===== src/rtl/loop_ctrl_pkg.sv =====
// loop_ctrl_pkg: shared state encoding and parameter defaults for the loop controller
package loop_ctrl_pkg;
  localparam int CNT_W_DEF = 8;
  localparam int FAULT_N_DEF = 4;
  typedef enum logic [2:0] {IDLE, ON_BLANK, ON, OFF, FAULT} state_t;
endpackage


===== src/rtl/loop_sync2.sv =====
// loop_sync2: two-flop synchroniser for an asynchronous level input
module loop_sync2 (
  input  logic clk,
  input  logic rst,
  input  logic d,
  output logic q
);
  logic m;
  always_ff @(posedge clk) begin
    if (rst) {q, m} <= 2'b00;
    else {q, m} <= {m, d};
  end
endmodule


===== src/rtl/loop_ctrl_pwm.sv =====
// loop_ctrl_pwm: fixed-period PWM drive with leading-edge blanking, cycle-by-cycle trip and fault latch
module loop_ctrl_pwm
  import loop_ctrl_pkg::*;
#(
  parameter int CNT_W = CNT_W_DEF,
  parameter int FAULT_N = FAULT_N_DEF
) (
  input  logic             CELCLK,
  input  logic             CELRST,
  input  logic             CELV,
  input  logic             CELG,
  input  logic             SUB,
  input  logic             en,
  input  logic [CNT_W-1:0] period,
  input  logic [CNT_W-1:0] duty,
  input  logic [3:0]       blank,
  input  logic             trip,
  output logic             drv,
  output logic             cyc_start,
  output logic             trip_flag,
  output logic             fault
);
  localparam int EW = $clog2(FAULT_N + 1);
  state_t state;
  logic [CNT_W-1:0] cnt, cnt_nx, sh_period, sh_duty, p_sh, d_sh, p_in, d_in, bl_sh, bl_in;
  logic [EW-1:0] early_cnt;
  logic early, trip_s, unused_pins;
  assign unused_pins = ^{CELV, CELG, SUB};
  loop_sync2 u_sync (.clk(CELCLK), .rst(CELRST), .d(trip), .q(trip_s));
  // live values decide the cycle being started, shadows govern the cycle in flight
  assign p_in = period < CNT_W'(2) ? CNT_W'(2) : period;
  assign d_in = duty > p_in - 1'b1 ? p_in - 1'b1 : duty;
  assign bl_in = CNT_W'(blank) < d_in ? CNT_W'(blank) : d_in;
  assign p_sh = sh_period < CNT_W'(2) ? CNT_W'(2) : sh_period;
  assign d_sh = sh_duty > p_sh - 1'b1 ? p_sh - 1'b1 : sh_duty;
  assign bl_sh = CNT_W'(blank) < d_sh ? CNT_W'(blank) : d_sh;
  assign cnt_nx = cnt + 1'b1;
  always_ff @(posedge CELCLK) begin
    if (CELRST) begin
      state <= IDLE;
      cnt <= '0;
      drv <= 1'b0;
      cyc_start <= 1'b0;
      trip_flag <= 1'b0;
      fault <= 1'b0;
      early_cnt <= '0;
      early <= 1'b0;
      sh_period <= '0;
      sh_duty <= '0;
    end else if (!en) begin
      state <= IDLE;
      cnt <= '0;
      drv <= 1'b0;
      cyc_start <= 1'b0;
      trip_flag <= 1'b0;
      fault <= 1'b0;
      early_cnt <= '0;
      early <= 1'b0;
    end else if (state != FAULT) begin
      if (state == IDLE || cnt == p_sh - 1'b1) begin
        state <= d_in == '0 ? OFF : (bl_in == '0 ? ON : ON_BLANK);
        cnt <= '0;
        drv <= d_in != '0;
        cyc_start <= 1'b1;
        trip_flag <= 1'b0;
        early <= 1'b0;
        sh_period <= period;
        sh_duty <= duty;
        if (state != IDLE && !early) early_cnt <= '0;
      end else begin
        cnt <= cnt_nx;
        cyc_start <= 1'b0;
        if (state == ON && trip_s) begin
          state <= OFF;
          drv <= 1'b0;
          trip_flag <= 1'b1;
          if (cnt == bl_sh) begin
            early <= 1'b1;
            early_cnt <= early_cnt + 1'b1;
            if (early_cnt == EW'(FAULT_N - 1)) begin
              state <= FAULT;
              fault <= 1'b1;
            end
          end
        end else if (state != OFF && cnt_nx == d_sh) begin
          state <= OFF;
          drv <= 1'b0;
        end else if (state == ON_BLANK && cnt_nx >= bl_sh) begin
          state <= ON;
        end
      end
    end
  end
endmodule


===== config.mk =====
export PLATFORM = sky130hd
export DESIGN_NAME = loop_ctrl_pwm
export DESIGN_NICKNAME = d
export VERILOG_FILES = /design/src/rtl/loop_ctrl_pkg.sv /design/src/rtl/loop_sync2.sv /design/src/rtl/loop_ctrl_pwm.sv
export SDC_FILE = /design/constraint.sdc
export NUM_CORES = 1
export LEC_CHECK = 0
export CORE_MARGIN = 1
export CORE_UTILIZATION = 45
export DETAILED_ROUTE_END_ITERATION = 6
export GPL_TIMING_DRIVEN = 0
export PLACE_DENSITY_LB_ADDON = 0.3
export RECOVER_POWER = 50
export SETUP_SLACK_MARGIN = 0.02
export SLEW_MARGIN = 20
export SYNTH_ARGS = -nofsm -noshare
export SYNTH_HDL_FRONTEND = slang
export SYNTH_SLANG_ARGS = --single-unit

===== constraint.sdc =====
create_clock -name CELCLK -period 14.8 [get_ports CELCLK]
set_input_delay 1.48 -clock CELCLK [delete_from_list [all_inputs] [get_ports CELCLK]]
set_output_delay 1.48 -clock CELCLK [all_outputs]
set_load 0.1 [all_outputs]

== After elaboration in Yosys (flattened, before gate mapping) ==
Index checks and enable logic that the tools add are counted.
Cells by class
  muxes and demuxes: 28
  $add $sub $neg: 4
  reduce and logical (&&, ||, !) cells: 23
  bitwise operators: 2
  equal/unequal tests: 9
  magnitude comparators: 7
Operators by type and width (count)
  $mux 8: 7
  $mux 3: 10
  $eq 8x8->1: 3
  $gt 8x8->1: 2
  $logic_not 8->1: 2
  $lt 4x8->1: 2
  $lt 8x2->1 const B: 2
  $sub 8x1->8 const B: 2
  $mux 1: 9
  $add 8x1->8 const B: 1
  $ge 8x8->1: 1
  $reduce_bool 8->1: 1
  $eq 3x2->1 const B: 2
  $reduce_and 2->1: 3
  $reduce_and 3->1: 2
  $reduce_bool 3->1: 2
  $reduce_and 5->1: 1
  $logic_and 1x1->1: 4
  $mux 2: 2
  $reduce_and 4->1: 1
  $reduce_bool 2->1: 2
  $reduce_bool 4->1: 1
  $add 3x1->3 const B: 1
  $eq 3x1->1 const B: 1
  other kinds (8): 9
Storage, ports and cells
  bits of input ports: 27
  flip-flop bits (word level): 37
  output and inout bits: 4
  word-level logic and storage cells: 85

== Depth between registers and ports, before layout ==
Gate-level depths: netlist of the first run.
  depth in word-level cells: 13
  mapped depth: 36
  depth with buffers taken out: 36

== Cells and area by module ==
A second synthesis of the first run with hierarchy kept.
Unflattened totals
  cells, all modules: 426
  area, all modules: 3350.7 um^2
By module, submodules not included
  loop_ctrl_pwm: sequential area each 700.7 um^2, times used 1, cells each 422, area each 3298.2 um^2
  loop_sync2: sequential area each 40.0 um^2, times used 1, cells each 4, area each 52.6 um^2

== Worst setup path after synthesis of the first run ==
Ideal clock, no wire load.
  kind: reg2reg
  from: reg sh_period[2]
  to: reg state[0]
  clock period less this slack: 6615 ps
  cell stages (with the launch flop): 36
  library setup time: 78 ps
  setup slack: 8185 ps
  buffers on the path: 1
  data required time: 14722 ps
  data arrival time: 6537 ps
  cells stage by stage: dfxtp_1 nor4_2 nand2_1 o21ai_1 ha_1 nor3b_1 xnor2_1 ha_1 and3_1 o21ai_0 nand3_1 a31o_4 a21o_4 buf_12 mux2i_2 ha_1 o21ai_0 nand2b_1 nand2_1 nor4_4 a21boi_1 mux2_2 nand2_1 nand2_1 o31ai_1 ha_1 nand2b_1 a21o_1 a21o_1 a21o_1 a21o_1 a21oi_1 o21a_1 o31ai_1 a211o_1 nor3_1
Between the ends
  word-level cells in the longest chain between the ends: 11
  elaborated cells between the ends (all ways): 20
  classes of those cells: 1 x add/sub; 4 x order compare; 3 x eq/ne; 7 x mux; 5 x reduce/logical
Ends and longest elaborated chain
  from (decl): line loop_ctrl_pwm.sv:25  | logic [CNT_W-1:0] cnt, cnt_nx, sh_period, sh_duty, p_sh, d_sh, p_in, d_in, bl_sh, bl_in;
  from (signal assigned): line loop_ctrl_pwm.sv:67  | sh_period <= period;
  $lt 8x2->1: line loop_ctrl_pwm.sv:34  | assign p_sh = sh_period < CNT_W'(2) ? CNT_W'(2) : sh_period;
  $mux 8 *: line loop_ctrl_pwm.sv:34
  $sub 8x1->8 *: line loop_ctrl_pwm.sv:35, loop_ctrl_pwm.sv:60
  $gt 8x8->1: line loop_ctrl_pwm.sv:35  | assign d_sh = sh_duty > p_sh - 1'b1 ? p_sh - 1'b1 : sh_duty;
  $mux 8: line loop_ctrl_pwm.sv:35
  $lt 4x8->1: line loop_ctrl_pwm.sv:36  | assign bl_sh = CNT_W'(blank) < d_sh ? CNT_W'(blank) : d_sh;
  $mux 8: line loop_ctrl_pwm.sv:36
  $ge 8x8->1 / $eq 8x8->1 (equally long branches): line loop_ctrl_pwm.sv:88, loop_ctrl_pwm.sv:77
  $logic_and 1x1->1 / $mux 3 (equally long branches): line loop_ctrl_pwm.sv:88, loop_ctrl_pwm.sv:77
  $reduce_bool 4->1 (no source line) / $mux 3 (equally long branches)
  $reduce_and 2->1 (no source line) / $mux 3 (equally long branches)
  to (signal assigned): line loop_ctrl_pwm.sv:61  | state <= d_in == '0 ? OFF : (bl_in == '0 ? ON : ON_BLANK);
  to (decl): line loop_ctrl_pwm.sv:24  | state_t state;
Every way passes the cells marked *; elsewhere a longest branch is shown, timed or not.
A chain may end at the register's enable or synchronous reset.

== Worst setup path after layout of the first run ==
Ends and elaborated chain as after synthesis.

==> results of run 1 <==
==> logic make-up after synthesis <==
logic type | count (synthesis) | synth area share (%)
simple gates | 165 | 25.47
compound gates | 96 | 20.82
flops | 37 | 21.21
buf+inv | 34 | 4.156
fa+ha+maj | 33 | 11.75
xor+xnor | 32 | 8.026
mux | 29 | 8.456
other cells | 1 | 0.1074
==> worst register-to-register path, delay by kind of cell (launching register included) <==
family                   cells  cell delay (ps)
AO/OA/AOI/OAI               15             3170
adder cells (fa/ha/maj)      4             1360
XOR/XNOR                     1              290
flip-flops                   1              380
buffers and inverters        1              140
multiplexers                 2              380
AND/OR/NAND/NOR             13             2450
==> power by group through the flow <==
| stage | Combinational, uW | Sequential [uW] | Clock [uW] |
|---|---|---|---|
| floorplan | 138 | 114 | 0 |
| global placement | 175 | 113 | 0 |
| detailed placement | 180 | 113 | 0 |
| CTS | 181 | 111 | 91.7 |
| global route | 202 | 111 | 94.9 |
| finish | 182 | 111 | 90.6 |
==> synthesized netlist by cell type (all sizes together) (7+ instances only) <==
cell type and count:
nor3 11, mux2i 28, nand2 28, nor2b 8
or3 8, nand2b 7, a21o 10, a21oi 26
dfxtp 37, nand3 12, o21a 7, clkbuf 9
ha 32, o21ai 19, xnor2 22, inv 22
xor2 10, nor4 11, nor2 54
==> stage by stage <==
step / cell area [um2] / total power [uW] / std cells / hold slack (ps)
global placement: 3897 / 288.0 / 556 / 420.2
global route: 4008 / 408.2 / 564 / 483.0
CTS: 4014 / 383.5 / 564 / 455.4
finish: 4008 / 383.6 / 564 / 457.0
floorplan: 3503 / 251.5 / 430 / 413.8
detailed placement: 3897 / 292.8 / 556 / 437.4
==> path summary, 6_finish.rpt <==
check	start	to	slack [ps]
setup / recovery	sh_period[2]$_SDFFE_PP0P_	state[0]$_SDFFE_PP0P_	6560
hold / removal	u_sync.m$_SDFF_PP0_	u_sync.q$_SDFF_PP0_	460
setup reg to reg	sh_period[2]$_SDFFE_PP0P_	state[0]$_SDFFE_PP0P_	6560
hold reg to reg	u_sync.m$_SDFF_PP0_	u_sync.q$_SDFF_PP0_	460
==> area by class of cell <==
type                       count  area (um2)
fill                         714        3362
multi-input combinational    359        2611
sequential                    37       740.7
timing repair buffer          27       270.3
tap                           99       123.9
clock buffer                   7       86.33
inverter                      22       82.58
buffer                        12       62.56
clock inverter                 1       30.03
==> per-layer routing <==
layer | up-vias | global-route usage [%] | wire [um]
met5 | - | 0 | 0
met4 | 0 | 6.720 | 135
met3 | 15 | 2.538 | 283
met2 | 69 | 36.58 | 3909
met1 | 1544 | 28.40 | 4201
li1 | 1625 | - | -
==> state kept, by name, indices dropped and copies added (netlist names) <==
register	count
sh_period	8
trip_flag	1
drv	1
cyc_start	1
u_sync.m	1
early_cnt	3
fault	1
u_sync.q	1
sh_duty	8
state	3
early	1
cnt	8
==> impl_metrics.env, run 1 <==
export IMPL_setup_viol=0
export IMPL_synth_edf_count=0
export IMPL_start_util_pct=47.39
export IMPL_drtIter0Drc=182
export IMPL_skew_ps=10.88
export IMPL_critical_path_class="flop to flop"
export IMPL_slowest_delay_ps=750
export IMPL_htree_num_levels=2
export IMPL_peakVddDrop_uv=64.37
export IMPL_drtAntennaViolNets=0
export IMPL_fin_tns_setup_ps=0
export IMPL_cts_hold_buf=0
export IMPL_endpoint_kind="flop"
export IMPL_synth_seq_cells=37
export IMPL_cts_sink_count=37
export IMPL_layout_nets=523
export IMPL_coreArea_um2=7370
export IMPL_ctsRootBufferMaster="clkbuf_8"
export IMPL_arrival_ps=8450
export IMPL_outcome="finished, final reports clean"
export IMPL_crit_buf_inv=1
export IMPL_grt_pass1_wl_mm=14.62
export IMPL_route_detailed_drc=0
export IMPL_p_per_area_nw_per_um2=95.73
export IMPL_synth_top_flop_cell="dfxtp_1"
export IMPL_fin_util_pct=54.38
export IMPL_clock_power_share_pct=23.6
export IMPL_path_depth=36
export IMPL_cts_buffers_inserted=5
export IMPL_cp_start_kind="flop"
export IMPL_synth_cells=427
export IMPL_clockBufferDepth=2
export IMPL_dp_slack_ps=7117
export IMPL_worstMarginPinSlew_ps=977.7
export IMPL_whs_path_depth=1
export IMPL_track_usage_pct=21.56
export IMPL_wl_per_cell_um=15.12
export IMPL_die_w_um=90.09
export IMPL_area_delta_synth_final_pct=14.76
export IMPL_dp_hpwl_mm=6.904
export IMPL_vias=3253
export IMPL_p_sw_share_pct=37.83
export IMPL_via_per_inst=5.768
export IMPL_worstPathMaxFanout=10
export IMPL_reg2reg_depth=36
export IMPL_die_h_um=90.09
export IMPL_diodes=0
export IMPL_pwr_share_comb_pct=47.5
export IMPL_period_share_pct=55.66
export IMPL_slowest_stage="o21ai_0"
export IMPL_synth_area_leader_cell="dfxtp_1"
export IMPL_grt_max_degree=12
export IMPL_async_flop_share_pct=0
export IMPL_synth_area_um2=3492
export IMPL_drive_above_1_share_pct=5.806
export IMPL_first_global_vias=3128
export IMPL_routed_wl_mm=8.529
export IMPL_cp_required_ps=15010
export IMPL_gp_congestion=0.9064
export IMPL_hp_class="flop to flop"
export IMPL_overflow=0
export IMPL_maxSlewHeadroom_pct=34.60
export IMPL_cts_resized=0
export IMPL_rows=31
export IMPL_io_buffers=27
export IMPL_layout_min_cycle_time_ps=8238
export IMPL_cts_tree="done"
export IMPL_dr_pass1_iters=6
export IMPL_final_common_cell="nor2_1"
export IMPL_postCtsSetupRepairBufs=0
export IMPL_fmax_ghz=0.1214
export IMPL_io_pins=31
export IMPL_p_switching_uw=145.1
export IMPL_final_hold_violation_count=0
export IMPL_p_int_uw=238.5
export IMPL_cap_violations=0
export IMPL_final_cell_mix="nor2_1 (54), dfxtp_1 (37), ha_1 (32), nand2_1 (28), mux2i_1 (27)"
export IMPL_dieArea_um2=8116
export IMPL_synth_top_area_share_pct=21.21
export IMPL_p_seq_share_pct=28.9
export IMPL_finalMaxSlewViolations=0
export IMPL_syn_area_per_cell_um2=8.178
export IMPL_ys_seq_area_share_pct=21.21
export IMPL_ys_types=69
export IMPL_netlist_top_cells_area="dfxtp_1 (21%), ha_1 (11%), mux2i_1 (7.7%)"
export IMPL_rsz0062_at_grt="false"
export IMPL_worst_slack_ps=6562
export IMPL_leakagePower_uw=0.001767
export IMPL_antenna_found_initial=0
export IMPL_cp_top_family="compound AO/OA/AOI/OAI gates"
export IMPL_yosysWarnings=0
export IMPL_clk_latency_ps=280
export IMPL_clk_pin_slew_ps=80
Power figures use the tool's default switching activity.
==> run 2: changes to the inputs <==
==> constraint.sdc (replaced) <==
create_clock -name CELCLK -period 8.47 [get_ports CELCLK]
set_input_delay 0.847 -clock CELCLK [delete_from_list [all_inputs] [get_ports CELCLK]]
set_output_delay 0.847 -clock CELCLK [all_outputs]
set_load 0.1 [all_outputs]
==> run 2 against run 1 <==
Against the previous run: design area is 0.16% higher; cell count did not move; power grew 74%; largest cell class unchanged; critical path type unchanged; clock skew shrank 1.2 ps; fmax increased by 6.4%; critical endpoint unchanged.
==> impl_metrics.env, run 2 (synthesized netlist as in run 1, its figures left out) <==
export IMPL_htree_num_levels=2
export IMPL_overflow=0
export IMPL_cts_hold_buf=0
export IMPL_period_share_pct=91.45
export IMPL_endpoint_kind="flop"
export IMPL_fmax_ghz=0.1291
export IMPL_first_global_vias=3128
export IMPL_leakagePower_uw=0.001768
export IMPL_gp_congestion=0.9064
export IMPL_routed_wl_mm=8.483
export IMPL_p_sw_share_pct=37.67
export IMPL_io_buffers=27
export IMPL_cts_resized=0
export IMPL_clockBufferDepth=2
export IMPL_rows=31
export IMPL_ctsRootBufferMaster="clkbuf_8"
export IMPL_p_int_uw=417.1
export IMPL_reg_top3="cnt x8, sh_duty x8, sh_period x8"
export IMPL_dieArea_um2=8116
export IMPL_drtIter0Drc=129
export IMPL_vias=3203
export IMPL_cts_sink_count=37
export IMPL_cp_start_kind="flop"
export IMPL_dp_slack_ps=787.0
export IMPL_clk_pin_slew_ps=80
export IMPL_finalMaxSlewViolations=0
export IMPL_cp_required_ps=8680
export IMPL_via_per_inst=5.679
export IMPL_setup_viol=0
export IMPL_worst_slack_ps=724.2
export IMPL_final_cell_mix="nor2_1 (54), dfxtp_1 (37), ha_1 (32), nand2_1 (28), mux2i_1 (27)"
export IMPL_final_common_cell="nor2_1"
export IMPL_pwr_share_comb_pct=47.5
export IMPL_clk_latency_ps=280
export IMPL_rsz0062_at_grt="false"
export IMPL_wl_per_cell_um=15.04
export IMPL_crit_buf_inv=1
export IMPL_critical_path_class="flop to flop"
export IMPL_die_h_um=90.09
export IMPL_outcome="finished, final reports clean"
export IMPL_drtAntennaViolNets=0
export IMPL_cts_tree="done"
export IMPL_drive_above_1_share_pct=6.022
export IMPL_worstPathMaxFanout=10
export IMPL_diodes=0
export IMPL_layout_nets=523
export IMPL_skew_ps=9.721
export IMPL_postCtsSetupRepairBufs=0
export IMPL_hp_class="flop to flop"
export IMPL_start_util_pct=47.39
export IMPL_route_detailed_drc=0
export IMPL_dr_pass1_iters=4
export IMPL_area_delta_synth_final_pct=14.94
export IMPL_grt_pass1_wl_mm=14.62
export IMPL_layout_min_cycle_time_ps=7746
export IMPL_io_pins=31
export IMPL_placed_cell_area_um2=3897
export IMPL_slowest_stage="nor4_2"
export IMPL_antenna_found_initial=0
export IMPL_design_area_um2=4014
export IMPL_slowest_delay_ps=490
export IMPL_p_per_area_nw_per_um2=166.7
export IMPL_clock_power_share_pct=23.6
export IMPL_cts_buffers_inserted=5
export IMPL_coreArea_um2=7370
export IMPL_arrival_ps=7960
export IMPL_fin_tns_setup_ps=0
export IMPL_dp_hpwl_mm=6.904
export IMPL_track_usage_pct=21.56
export IMPL_grt_max_degree=12
export IMPL_p_switching_uw=252.0
export IMPL_final_hold_violation_count=0
export IMPL_maxSlewHeadroom_pct=34.60
export IMPL_cp_top_family="compound AO/OA/AOI/OAI gates"
export IMPL_die_w_um=90.09
export IMPL_worstMarginPinSlew_ps=977.7
export IMPL_cap_violations=0
export IMPL_peakVddDrop_uv=111.8
export IMPL_p_seq_share_pct=28.9
[run 2: cell types whose count changed in the layout (fill, tap and decap cells not counted)]
cell	delta
o21ai_1	+1
o21ai_0	-1
nor4_1	-1
nor4_2	+1
[run 2: routing by layer]
layer	share of wire [%]	GRT usage, %
met1	49	28.40
met2	46	36.58
met3	4.1	2.538
met4	1.5	6.720
met5	0	0
[run 2: per-stage QoR]
step | hold slack [ps] | total power, uW | util, % | cells
CTS | 455.4 | 670.1 | 54.47 | 564
global placement | 420.2 | 503.2 | 52.89 | 556
global route | 483.0 | 713.9 | 54.47 | 564
detailed placement | 437.4 | 511.6 | 52.89 | 556
floorplan | 413.8 | 439.5 | - | 430
finish | 458.6 | 669.1 | 54.47 | 564
[run 2: final cells by class]
class,count,area [um2]
Inverter,22,82.58
Timing Repair Buffer,27,270.3
Sequential cell,37,740.7
Buffer,12,62.56
Fill cell,712,3356
Clock inverter,1,30.03
Multi-Input combinational cell,359,2618
Clock buffer,7,86.33
Tap cell,99,123.9
[run 2: path summary, 6_finish.rpt]
check	startpoint	endpoint	slack [ps]	cells after the start
worst min register to register	u_sync.m$_SDFF_PP0_	u_sync.q$_SDFF_PP0_	460	1
worst max register to register	sh_period[2]$_SDFFE_PP0P_	state[0]$_SDFFE_PP0P_	720	36
worst max-delay path	sh_period[2]$_SDFFE_PP0P_	state[0]$_SDFFE_PP0P_	720	36
worst min-delay path	u_sync.m$_SDFF_PP0_	u_sync.q$_SDFF_PP0_	460	1
[run 2: worst register-to-register path: cells and delay by family (launching register included)]
family,cells,cell delay (ps)
AOI/OAI and AO/OA,15,2870
and+or+nand+nor,13,2260
xor gates and xnor gates,1,300
adders and majority gates,4,1320
buffers and inverters,1,140
muxes,2,380
DFF,1,380
[run 2: power groups by stage]
stage	Sequential (uW)	Clock (uW)	Combinational [uW]
after floorplan	199	0	241
after CTS	193	160	316
after detailed placement	197	0	314
final	194	158	318
after global routing	195	166	353
after global placement	197	0	306
==> run 3: changes to the inputs <==
--- a/config.mk
+++ b/config.mk
@@ -5,6 +5,7 @@
 export SDC_FILE = /design/constraint.sdc
 export NUM_CORES = 1
 export LEC_CHECK = 0
+export CORE_ASPECT_RATIO = 1.25
 export CORE_MARGIN = 1
 export CORE_UTILIZATION = 45
 export DETAILED_ROUTE_END_ITERATION = 6
==> run 3 against run 2 <==
Against the previous run: wire length down 0.66%; sequential power about the same; sequential cell count unchanged; non-clock buffer count unchanged; design area down 0.12%; clock skew down 1.2 ps; count of clock-buffer cells in the layout down 1; via count down 1.3%; global-route usage up 0.75 points; core utilization down 0.62 points; sequential share of layout area about the same; first-iteration DRC count down 38%.
==> impl_metrics.env, run 3 (synthesized netlist as in run 1, its figures left out) <==
export IMPL_outcome="finished, final reports clean"
export IMPL_grt_max_degree=13
export IMPL_cp_top_family="compound AO/OA/AOI/OAI gates"
export IMPL_fin_tns_setup_ps=0
export IMPL_finalMaxSlewViolations=0
export IMPL_ctsRootBufferMaster="clkbuf_8"
export IMPL_critical_path_class="flop to flop"
export IMPL_track_usage_pct=22.31
export IMPL_grtUsageMet1_pct=26.01
export IMPL_diodes=0
export IMPL_die_w_um=80.79
export IMPL_routed_wl_mm=8.427
export IMPL_timing_rr_start="sh_period[2]$_SDFFE_PP0P_"
export IMPL_clk_pin_slew_ps=80
export IMPL_first_global_vias=3134
export IMPL_io_buffers=27
export IMPL_dp_hpwl_mm=6.954
export IMPL_slowest_delay_ps=520
export IMPL_vias=3161
export IMPL_grtUsageMet3_pct=3.077
export IMPL_wl_per_cell_um=15.13
export IMPL_layout_nets=523
export IMPL_leakagePower_uw=0.001767
export IMPL_io_pins=31
export IMPL_via_per_inst=5.675
export IMPL_cts_resized=0
export IMPL_clockBufferDepth=2
export IMPL_clk_latency_ps=290
export IMPL_worstMarginPinSlew_ps=968.6
export IMPL_peakVddDrop_uv=136.1
export IMPL_startpoint="sh_period[2]$_SDFFE_PP0P_"
export IMPL_reg_top3="cnt x8, sh_duty x8, sh_period x8"
export IMPL_setup_viol=0
export IMPL_antenna_found_initial=0
export IMPL_area_delta_synth_final_pct=14.80
export IMPL_layout_min_cycle_time_ps=7787
export IMPL_drive_above_1_share_pct=6.237
export IMPL_cap_violations=0
export IMPL_drtIter0Drc=80
export IMPL_htree_num_levels=2
export IMPL_grt_pass1_wl_mm=14.25
export IMPL_final_common_cell="nor2_1"
export IMPL_hold_start="u_sync.m$_SDFF_PP0_"
export IMPL_gp_congestion=0.9172
export IMPL_final_cell_mix="nor2_1 (54), dfxtp_1 (37), ha_1 (32), nand2_1 (28), mux2i_1 (27)"
export IMPL_endpoint_kind="flop"
export IMPL_skew_ps=8.534
export IMPL_rsz0062_at_grt="false"
export IMPL_whs_ps=448.4
export IMPL_start_util_pct=46.91
export IMPL_rows=35
export IMPL_overflow=0
export IMPL_cts_sink_count=37
export IMPL_die_h_um=100.5
export IMPL_hp_class="flop to flop"
export IMPL_postCtsSetupRepairBufs=0
export IMPL_crit_buf_inv=1
export IMPL_p_per_area_nw_per_um2=167.0
export IMPL_coreArea_um2=7445
export IMPL_grt_busiest_layer="met2"
export IMPL_fmax_ghz=0.1284
export IMPL_arrival_ps=8000
export IMPL_grtUsageMet2_pct=40.81
export IMPL_dieArea_um2=8119
export IMPL_final_hold_violation_count=0
export IMPL_cp_required_ps=8690
export IMPL_cts_tree="done"
export IMPL_slowest_stage="nor4_2"
export IMPL_cts_hold_buf=0
export IMPL_drtAntennaViolNets=0
export IMPL_cp_start_kind="flop"
export IMPL_dr_pass1_iters=4
export IMPL_cts_buffers_inserted=5
export IMPL_period_share_pct=91.94
export IMPL_route_detailed_drc=0
export IMPL_worstPathMaxFanout=10
export IMPL_maxSlewHeadroom_pct=35.21
[run 3: final cells by class]
| cell class | instances | area [um2] |
|---|---|---|
| multi-input cells | 359 | 2618 |
| flip-flops and latches | 37 | 740.7 |
| plain buffers | 12 | 62.56 |
| clock buffers | 6 | 82.58 |
| well taps | 92 | 115.1 |
| clock inverters | 2 | 37.54 |
| fillers | 722 | 3436 |
| repair buffers | 27 | 270.3 |
| inverters | 22 | 82.58 |
[run 3: per-stage QoR]
stage / worst slack, ps / utilization (%) / cell area, um2 / instances / power (uW)
floorplan: 1855 / - / 3503 / 430 / 439.5
global placement: 870.1 / 52.24 / 3889 / 549 / 502.6
detailed placement: 659.2 / 52.24 / 3889 / 549 / 512.5
CTS: 651.8 / 53.85 / 4009 / 557 / 674.1
global route: 95.56 / 53.85 / 4009 / 557 / 713.2
finish: 683.0 / 53.85 / 4009 / 557 / 669.4
[run 3: metal layers]
layer	vias up	share of wire (%)
li1	1616	-
met2	44	51
met4	0	2.7
met5	-	0
met3	17	1.7
met1	1484	45
[run 3: report_power, final]
| group | switching [uW] | leakage [uW] | internal, uW |
|---|---|---|---|
| clock | 64.5 | 0.0000574 | 95.7 |
| sequential | 11.9 | 0.000302 | 182 |
| combinational | 176 | 0.00141 | 139 |
[run 3: final timing paths]
path | end | slack (ps) | cells after the start
worst min-delay path | u_sync.q$_SDFF_PP0_ | 450 | 1
worst max-delay path | state[0]$_SDFFE_PP0P_ | 680 | 36
worst min register to register | u_sync.q$_SDFF_PP0_ | 450 | 1
worst max register to register | state[0]$_SDFFE_PP0P_ | 680 | 36
